`src/rtl/strip_scheduler_pkg.sv`:
```
`default_nettype none
// +---------------------------------------------------------------------+
// | strip_scheduler_pkg                                                 |
// | Shared ISP types and constants for the strip scheduler.             |
// | Revision: 1.0                                                       |
// +---------------------------------------------------------------------+
package strip_scheduler_pkg;

   localparam int COLOR_DEPTH   = 8;
   localparam int COLOR_BIT_CNT = 2;
   localparam int ADDR_W        = 22;

   localparam logic [COLOR_BIT_CNT-1:0] RED   = 2'd0;
   localparam logic [COLOR_BIT_CNT-1:0] GREEN = 2'd1;
   localparam logic [COLOR_BIT_CNT-1:0] BLUE  = 2'd2;
   localparam logic [COLOR_BIT_CNT-1:0] VOID  = 2'd3;

   typedef enum logic [1:0] {
      ST_IDLE  = 2'd0,
      ST_RUN   = 2'd1,
      ST_DRAIN = 2'd2
   } state_t;

   // Height must leave whole 4-row strips after the 2-row overlap.
   function automatic logic cfg_valid(input logic [9:0] width, input logic [9:0] height);
      return (width >= 10'd3) && (height >= 10'd6) && (height[1:0] == 2'd2);
   endfunction

endpackage
`default_nettype wire

```
`src/rtl/strip_addr_gen.sv`:
```
`default_nettype none
// +---------------------------------------------------------------------+
// | strip_addr_gen                                                      |
// | Beat counters and incremental frame-buffer address generation.      |
// | Revision: 1.0                                                       |
// +---------------------------------------------------------------------+
module strip_addr_gen
   import strip_scheduler_pkg::*;
(
   input  logic                     clk,
   input  logic                     rst,
   input  logic                     load,
   input  logic [9:0]               width,
   input  logic [9:0]               height,
   input  logic                     advance,
   output logic [ADDR_W-1:0]        addr,
   output logic [COLOR_BIT_CNT-1:0] color,
   output logic                     last_col,
   output logic                     last_pic,
   output logic                     last_beat
);

   localparam logic [ADDR_W-1:0] c_three = ADDR_W'(3);

   logic [7:0]               r_strip;
   logic [9:0]               r_col;
   logic [2:0]               r_row;
   logic [COLOR_BIT_CNT-1:0] r_color;
   logic [9:0]               r_last_col;
   logic [7:0]               r_last_strip;
   logic [ADDR_W-1:0]        r_w3;
   logic [ADDR_W-1:0]        r_w9;
   logic [ADDR_W-1:0]        r_col_base;
   logic [ADDR_W-1:0]        r_pix_base;
   logic [ADDR_W-1:0]        r_addr;

   logic w_at_last_col;
   logic w_at_last_strip;
   logic w_row_end;
   logic w_color_end;

   assign w_at_last_col   = (r_col == r_last_col);
   assign w_at_last_strip = (r_strip == r_last_strip);
   assign w_row_end       = (r_row == 3'd5);
   assign w_color_end     = (r_color == BLUE);

   assign addr      = r_addr;
   assign color     = r_color;
   assign last_col  = w_at_last_col;
   assign last_pic  = w_at_last_col && w_at_last_strip;
   assign last_beat = w_at_last_col && w_at_last_strip && w_row_end && w_color_end;

   // r_pix_base tracks ((row*W)+col)*3 for colour 0; r_col_base the same for the strip's first row.
   always_ff @(posedge clk) begin
      if (rst) begin
         r_strip      <= '0;
         r_col        <= '0;
         r_row        <= '0;
         r_color      <= RED;
         r_last_col   <= '0;
         r_last_strip <= '0;
         r_w3         <= '0;
         r_w9         <= '0;
         r_col_base   <= '0;
         r_pix_base   <= '0;
         r_addr       <= '0;
      end else if (load) begin
         r_strip      <= '0;
         r_col        <= '0;
         r_row        <= '0;
         r_color      <= RED;
         r_last_col   <= width - 10'd1;
         r_last_strip <= 8'((height - 10'd6) >> 2);
         r_w3         <= (ADDR_W'(width) << 1) + ADDR_W'(width);
         r_w9         <= (ADDR_W'(width) << 3) + ADDR_W'(width);
         r_col_base   <= '0;
         r_pix_base   <= '0;
         r_addr       <= '0;
      end else if (advance) begin
         if (!w_color_end) begin
            r_color <= r_color + 2'd1;
            r_addr  <= r_addr + ADDR_W'(1);
         end else if (!w_row_end) begin
            r_color    <= RED;
            r_row      <= r_row + 3'd1;
            r_pix_base <= r_pix_base + r_w3;
            r_addr     <= r_pix_base + r_w3;
         end else if (!w_at_last_col) begin
            r_color    <= RED;
            r_row      <= '0;
            r_col      <= r_col + 10'd1;
            r_col_base <= r_col_base + c_three;
            r_pix_base <= r_col_base + c_three;
            r_addr     <= r_col_base + c_three;
         end else begin
            // Next strip starts 4 rows below this strip's first row: +12W from column 0.
            r_color    <= RED;
            r_row      <= '0;
            r_col      <= '0;
            r_strip    <= r_strip + 8'd1;
            r_col_base <= r_col_base + r_w9 + c_three;
            r_pix_base <= r_col_base + r_w9 + c_three;
            r_addr     <= r_col_base + r_w9 + c_three;
         end
      end
   end

endmodule
`default_nettype wire

```
`src/rtl/strip_scheduler.sv`:
```
`default_nettype none
// +---------------------------------------------------------------------+
// | strip_scheduler                                                     |
// | Reads a frame as overlapping 6-row strips and feeds the denoiser.   |
// | Revision: 1.0                                                       |
// +---------------------------------------------------------------------+
module strip_scheduler
   import strip_scheduler_pkg::*;
(
   input  logic                     clk,
   input  logic                     rst,
   input  logic                     start,
   input  logic                     abort,
   input  logic [9:0]               cfg_width,
   input  logic [9:0]               cfg_height,
   output logic                     rd_req,
   output logic [ADDR_W-1:0]        rd_addr,
   input  logic                     rd_gnt,
   input  logic [COLOR_DEPTH-1:0]   rd_data,
   output logic [COLOR_DEPTH-1:0]   pixel_out,
   output logic                     valid_out,
   output logic [COLOR_BIT_CNT-1:0] color_out,
   output logic                     last_col_out,
   output logic                     last_pic_out,
   output logic                     busy,
   output logic                     done,
   output logic                     cfg_err
);

   state_t                   r_state;
   logic                     r_s1_valid;
   logic [COLOR_BIT_CNT-1:0] r_s1_color;
   logic                     r_s1_last_col;
   logic                     r_s1_last_pic;
   logic                     r_s1_last_beat;
   logic                     r_last_beat_out;

   logic [ADDR_W-1:0]        w_gen_addr;
   logic [COLOR_BIT_CNT-1:0] w_gen_color;
   logic                     w_gen_last_col;
   logic                     w_gen_last_pic;
   logic                     w_gen_last_beat;
   logic                     w_cfg_ok;
   logic                     w_load;
   logic                     w_beat;
   logic                     w_kill;
   logic                     w_out_ok;

   assign w_cfg_ok = cfg_valid(cfg_width, cfg_height);
   assign w_load   = (r_state == ST_IDLE) && start && !abort && w_cfg_ok;
   assign w_beat   = (r_state == ST_RUN) && rd_req && rd_gnt && !abort;
   assign w_kill   = abort && (r_state != ST_IDLE);
   assign w_out_ok = r_s1_valid && !w_kill;
   assign rd_addr  = w_gen_addr;

   strip_addr_gen u_addr_gen (
      .clk       (clk),
      .rst       (rst),
      .load      (w_load),
      .width     (cfg_width),
      .height    (cfg_height),
      .advance   (w_beat),
      .addr      (w_gen_addr),
      .color     (w_gen_color),
      .last_col  (w_gen_last_col),
      .last_pic  (w_gen_last_pic),
      .last_beat (w_gen_last_beat)
   );

   always_ff @(posedge clk) begin
      if (rst) begin
         r_state         <= ST_IDLE;
         rd_req          <= 1'b0;
         busy            <= 1'b0;
         done            <= 1'b0;
         cfg_err         <= 1'b0;
         r_s1_valid      <= 1'b0;
         r_s1_color      <= VOID;
         r_s1_last_col   <= 1'b0;
         r_s1_last_pic   <= 1'b0;
         r_s1_last_beat  <= 1'b0;
         valid_out       <= 1'b0;
         pixel_out       <= '0;
         color_out       <= VOID;
         last_col_out    <= 1'b0;
         last_pic_out    <= 1'b0;
         r_last_beat_out <= 1'b0;
      end else begin
         done    <= 1'b0;
         cfg_err <= 1'b0;

         // Stage 1 captures the granted beat; rd_data arrives during that stage.
         r_s1_valid     <= w_beat;
         r_s1_color     <= w_beat ? w_gen_color : VOID;
         r_s1_last_col  <= w_beat && w_gen_last_col;
         r_s1_last_pic  <= w_beat && w_gen_last_pic;
         r_s1_last_beat <= w_beat && w_gen_last_beat;

         valid_out       <= w_out_ok;
         color_out       <= w_out_ok ? r_s1_color : VOID;
         last_col_out    <= w_out_ok && r_s1_last_col;
         last_pic_out    <= w_out_ok && r_s1_last_pic;
         r_last_beat_out <= w_out_ok && r_s1_last_beat;
         if (r_s1_valid) begin
            pixel_out <= rd_data;
         end

         case (r_state)
            ST_IDLE: begin
               if (start && !abort) begin
                  if (w_cfg_ok) begin
                     r_state <= ST_RUN;
                     rd_req  <= 1'b1;
                     busy    <= 1'b1;
                  end else begin
                     cfg_err <= 1'b1;
                  end
               end
            end
            ST_RUN: begin
               if (abort) begin
                  r_state <= ST_IDLE;
                  rd_req  <= 1'b0;
                  busy    <= 1'b0;
               end else if (w_beat && w_gen_last_beat) begin
                  r_state <= ST_DRAIN;
                  rd_req  <= 1'b0;
               end
            end
            ST_DRAIN: begin
               if (abort) begin
                  r_state <= ST_IDLE;
                  busy    <= 1'b0;
               end else if (valid_out && r_last_beat_out) begin
                  r_state <= ST_IDLE;
                  busy    <= 1'b0;
                  done    <= 1'b1;
               end
            end
            default: begin
               r_state <= ST_IDLE;
               rd_req  <= 1'b0;
               busy    <= 1'b0;
            end
         endcase
      end
   end

endmodule
`default_nettype wire
```
`config.mk`:
```
export PLATFORM = sky130hd
export DESIGN_NAME = strip_scheduler
export DESIGN_NICKNAME = d
export VERILOG_FILES = /design/src/rtl/strip_scheduler_pkg.sv /design/src/rtl/strip_addr_gen.sv /design/src/rtl/strip_scheduler.sv
export SDC_FILE = /design/constraint.sdc
export NUM_CORES = 1
export LEC_CHECK = 0
export BUFFER_PORTS_ARGS = -buffer_cell sky130_fd_sc_hd__buf_2
export CAP_MARGIN = 0
export CORE_UTILIZATION = 40
export CTS_BUF_LIST = sky130_fd_sc_hd__clkbuf_2
export DETAILED_ROUTE_END_ITERATION = 12
export GPL_TIMING_DRIVEN = 0
export PLACE_DENSITY = 0.64
export SYNTH_ARGS = -nofsm -noshare
export SYNTH_HDL_FRONTEND = slang
export SYNTH_SLANG_ARGS = --single-unit
export TNS_END_PERCENT = 50
```
`constraint.sdc`:
```
create_clock -name clk -period 3.95 [get_ports clk]
set_clock_uncertainty 0.05 [all_clocks]
set_input_delay 0 -clock clk [delete_from_list [all_inputs] [get_ports clk]]
set_output_delay 0 -clock clk [all_outputs]
set_load 0.02 [all_outputs]
```
==> run_results.csv <==
group,metric,value,unit
status,status,"finished clean",
pwr,cellLeakagePower,4.787,nW
clock_tree,tritoncts.num_buffers,17,
logic_synthesis,syn-cell-area,9857,sq um
clock_tree,hold_buffers,76,
logic_synthesis,synth_top_area_frac,0.3209,
worst_setup_path,crit_path_max_fanout,5,
timing,tns,0,ns
grt,pin_count_of_the_biggest_net_entering_global_routing,20,
logic_synthesis,post-synth-top-area-cell,"sky130_fd_sc_hd__dfxtp_1",
placed_design,gpl.final_weighted_congestion,0.9252,
worst_setup_path,setup.worst_path.end_class,"flip-flop",
route,wire_per_inst,17.40,um
pwr,power_per_cell_area,257.6,nW/um^2
route,detailroute.via_count,9571,
floorplan,die_area,25270,sq um
grt,number_of_antenna_violations_at_the_first_check_in_global_routing,1,
finish,finish.net_count,1491,
route,post_drt_via_cell_ratio,5.568,
timing,setup_violations,0,
logic_synthesis,synthTopCellsByArea,"sky130_fd_sc_hd__dfxtp_1 32%, sky130_fd_sc_hd__ha_1 9.3%, sky130_fd_sc_hd__xnor2_1 6.4%, sky130_fd_sc_hd__nand2_1 5.4%, sky130_fd_sc_hd__nor2_1 4.3%",
floorplan,height_of_the_chip,159.0,um
placed_design,place.port_buffers,71,
route,ant_nets,0,
pwr,power_switching,0.9991,mW
finish,final_layout_size_suffix_gt1_frac,0.09971,
route,drt_pass1_iterations,5,
grt,grt_first_pass_wirelength,47870,um
placed_design,detailed_place.area,10620,sq um
floorplan,starting_density,0.4065,
route,remaining_routing_drc_violations,0,
logic_synthesis,synth.avg_cell_area,8.113,sq um
grt,first_global_vias,9044,
floorplan,core,24250,sq um
grt,global_route.usage.total,0.2369,
timing,relSlewSlack,0.3892,
floorplan,num_io_pins,72,
pwr,vdd.ir_drop.worst,0.1999,mV
clock_tree,clkSlewWorstSetupHoldPaths,0.30,ns
grt,grt_overflow,0,
clock_tree,tritoncts_num_sinks,158,
placed_design,dpl.hpwl,22020,um
pwr,pwr-share-comb,0.140,
logic_synthesis,yosys_warnings,0,
logic_synthesis,synth_enable_flop_cells,0,
floorplan,placement_rows,57,
clock_tree,tritoncts,"built",
worst_setup_path,arrival_time_at_the_worst_endpoint,4.40,ns
logic_synthesis,asyncSetResetFlopFracSynth,0,
finish,multi_input_area,6324,sq um
finish,fill_cells,2377,
worst_setup_path,cp-start-kind,"flip-flop",
timing,maxSlewViolCount,0,
worst_setup_path,worstPathRequired,4.56,ns
timing,clock.fmax,263.2,MHz
timing,tightestPinTransition,0.9112,ns
run,drv.max_cap_violation_count,0,
logic_synthesis,netlist_instances,1215,
logic_synthesis,syn-num-nets,1325,
worst_setup_path,timing.setup.critical_path_class,"flip-flop to flip-flop",
clock_tree,cts_root_buffer,"sky130_fd_sc_hd__clkbuf_2",
clock_tree,cts.htree.levels,4,
logic_synthesis,sequential_element_share_of_the_synthesized_area,0.3209,
route,detail_route.iter0.violations,805,
clock_tree,cts.repair.resized,0,
route,routed_wl,29910,um
worst_hold_path,hold_path_class,"input pin to flip-flop",
finish,syn2layout_area_growth,18.23,%
pwr,clock_network_fraction_of_design_power,0.318,
timing,min_period_over_period,0.9617,
logic_synthesis,yosys_register_bits,158,
pwr,switching_share,0.3328,
clock_tree,post_cts.repair.setup_buffers,0,
logic_synthesis,ys_types,73,
clock_tree,clk_latency,0.77,ns
timing,layout_min_cycle_time,3.799,ns
finish,sequential_cell_area,3163,sq um
pwr,seq_power_share,0.542,
finish,final_design_area_no_fill,11650,sq um
timing,finalHoldViolations,0,
floorplan,chipWidth,159.0,um
timing,unrepaired_setup_endpoints_after_global_routing,"no",
logic_synthesis,synthFlopType,"sky130_fd_sc_hd__dfxtp_1",
clock_tree,clock_path_buffers,2,
timing,hold_slack_final,0.09436,ns
pwr,cellInternalPower,2.003,mW
==> area by class of cell <==
cell class,count,share of cell area
Clock buffer,17,0.007301
Buffer,53,0.01922
Timing Repair Buffer,147,0.09577
Antenna cell,1,0.0002147
Inverter,39,0.01256
Sequential cell,158,0.2714
Clock inverter,15,0.01610
Tap cell,324,0.03479
Multi-Input combinational cell,965,0.5426
==> registers in the layout, indices dropped and copies added (netlist names), 3 cells and up <==
name,flops
pixel_out,8
u_addr_gen.r_col_base,22
u_addr_gen.r_pix_base,22
u_addr_gen.r_strip,8
u_addr_gen.addr,22
u_addr_gen.r_w3,11
u_addr_gen.r_w9,14
u_addr_gen.r_row,3
u_addr_gen.r_last_strip,8
u_addr_gen.r_col,10
u_addr_gen.r_last_col,10
==> cells by family (layout without fill, tap and decap cells) <==
kind of cell	Yosys count	in the layout	synth area share
AO/OA/AOI/OAI	301	301	0.1940
XOR/XNOR	116	116	0.1031
adder cells (fa/ha/maj)	77	77	0.1008
buffers and inverters	92	271	0.03757
flip-flops	158	158	0.3209
multiplexers	18	18	0.01828
other	0	1	0
AND/OR/NAND/NOR	453	453	0.2254
==> worst max-delay path, cell delays in order (launching register included) <==
cell                       delay, ns
sky130_fd_sc_hd__dfxtp_1        0.45
sky130_fd_sc_hd__inv_1          0.08
sky130_fd_sc_hd__ha_1           0.28
sky130_fd_sc_hd__inv_1          0.04
sky130_fd_sc_hd__ha_1           0.25
sky130_fd_sc_hd__fa_1           0.45
sky130_fd_sc_hd__a211oi_1       0.37
sky130_fd_sc_hd__o211ai_1       0.26
sky130_fd_sc_hd__nand3_1        0.25
sky130_fd_sc_hd__nand2_1        0.16
sky130_fd_sc_hd__and3_1         0.21
sky130_fd_sc_hd__o41ai_1        0.74
sky130_fd_sc_hd__nand3_1        0.14
==> stage by stage <==
| step | power, mW | util | cells | setup WS, ns |
|---|---|---|---|---|
| 2_1_floorplan | 1.875 | - | 1215 | 0.9853 |
| 3_3_place_gp | 2.009 | 0.4379 | 1610 | 0.2053 |
| 3_5_place_dp | 2.010 | 0.4379 | 1610 | 0.2276 |
| 4_1_cts | 3.006 | 0.4805 | 1718 | 0.2223 |
| 5_1_grt | 3.128 | 0.4806 | 1719 | 0.007389 |
| 6_report | 3.002 | 0.4806 | 1719 | 0.1513 |
==> metal layers <==
metal	track usage	share of wire	vias up
li1	-	-	4711
met1	0.3244	0.48	4567
met2	0.3923	0.46	253
met3	0.03100	0.041	40
met4	0.06119	0.019	0
met5	0	0	-
==> cell usage in the layout (no fill, tap or decap), drive strengths merged, types with 23 or more instances in the layout <==
cell and count:
xor2 44, buf 95, clkbuf 46, inv 43
dfxtp 158, nand3 45, nand4 31, nor2 115
xnor2 72, nand2 142, a211oi 26, a21oi 77
o21ai 87, nor3 23, dlygate4sd3 76, ha 73
==> path summary, 6_finish.rpt <==
path | startpoint | end | slack [ns] | cells past startpoint
setup / recovery | u_addr_gen.r_col_base[1] | u_addr_gen.addr[17] | 0.15 | 12
setup reg to reg | u_addr_gen.r_col_base[1] | u_addr_gen.addr[17] | 0.15 | 12
hold / removal | cfg_width[3] | u_addr_gen.r_last_col[3] | 0.09 | 4
hold reg to reg | r_s1_color[0] | color_out[0] | 0.40 | 1
==> cells in the mapped netlist, drive strengths merged (29+ instances only) <==
master  number
clkbuf      29
nand4       31
dfxtp      158
nand3       45
xor2        44
xnor2       72
ha          73
a21oi       77
inv         38
o21ai       87
nor2       115
nand2      142
==> power by group through the flow <==
| stage | logic, mW | clock network (mW) | registers [mW] |
|---|---|---|---|
| floorplan | 0.225 | 0 | 1.65 |
| global placement | 0.355 | 0 | 1.65 |
| detailed placement | 0.356 | 0 | 1.65 |
| CTS | 0.411 | 0.968 | 1.63 |
| global route | 0.454 | 1.04 | 1.63 |
| finish | 0.420 | 0.955 | 1.63 |
No activity file was read; power rests on OpenSTA's default activity.
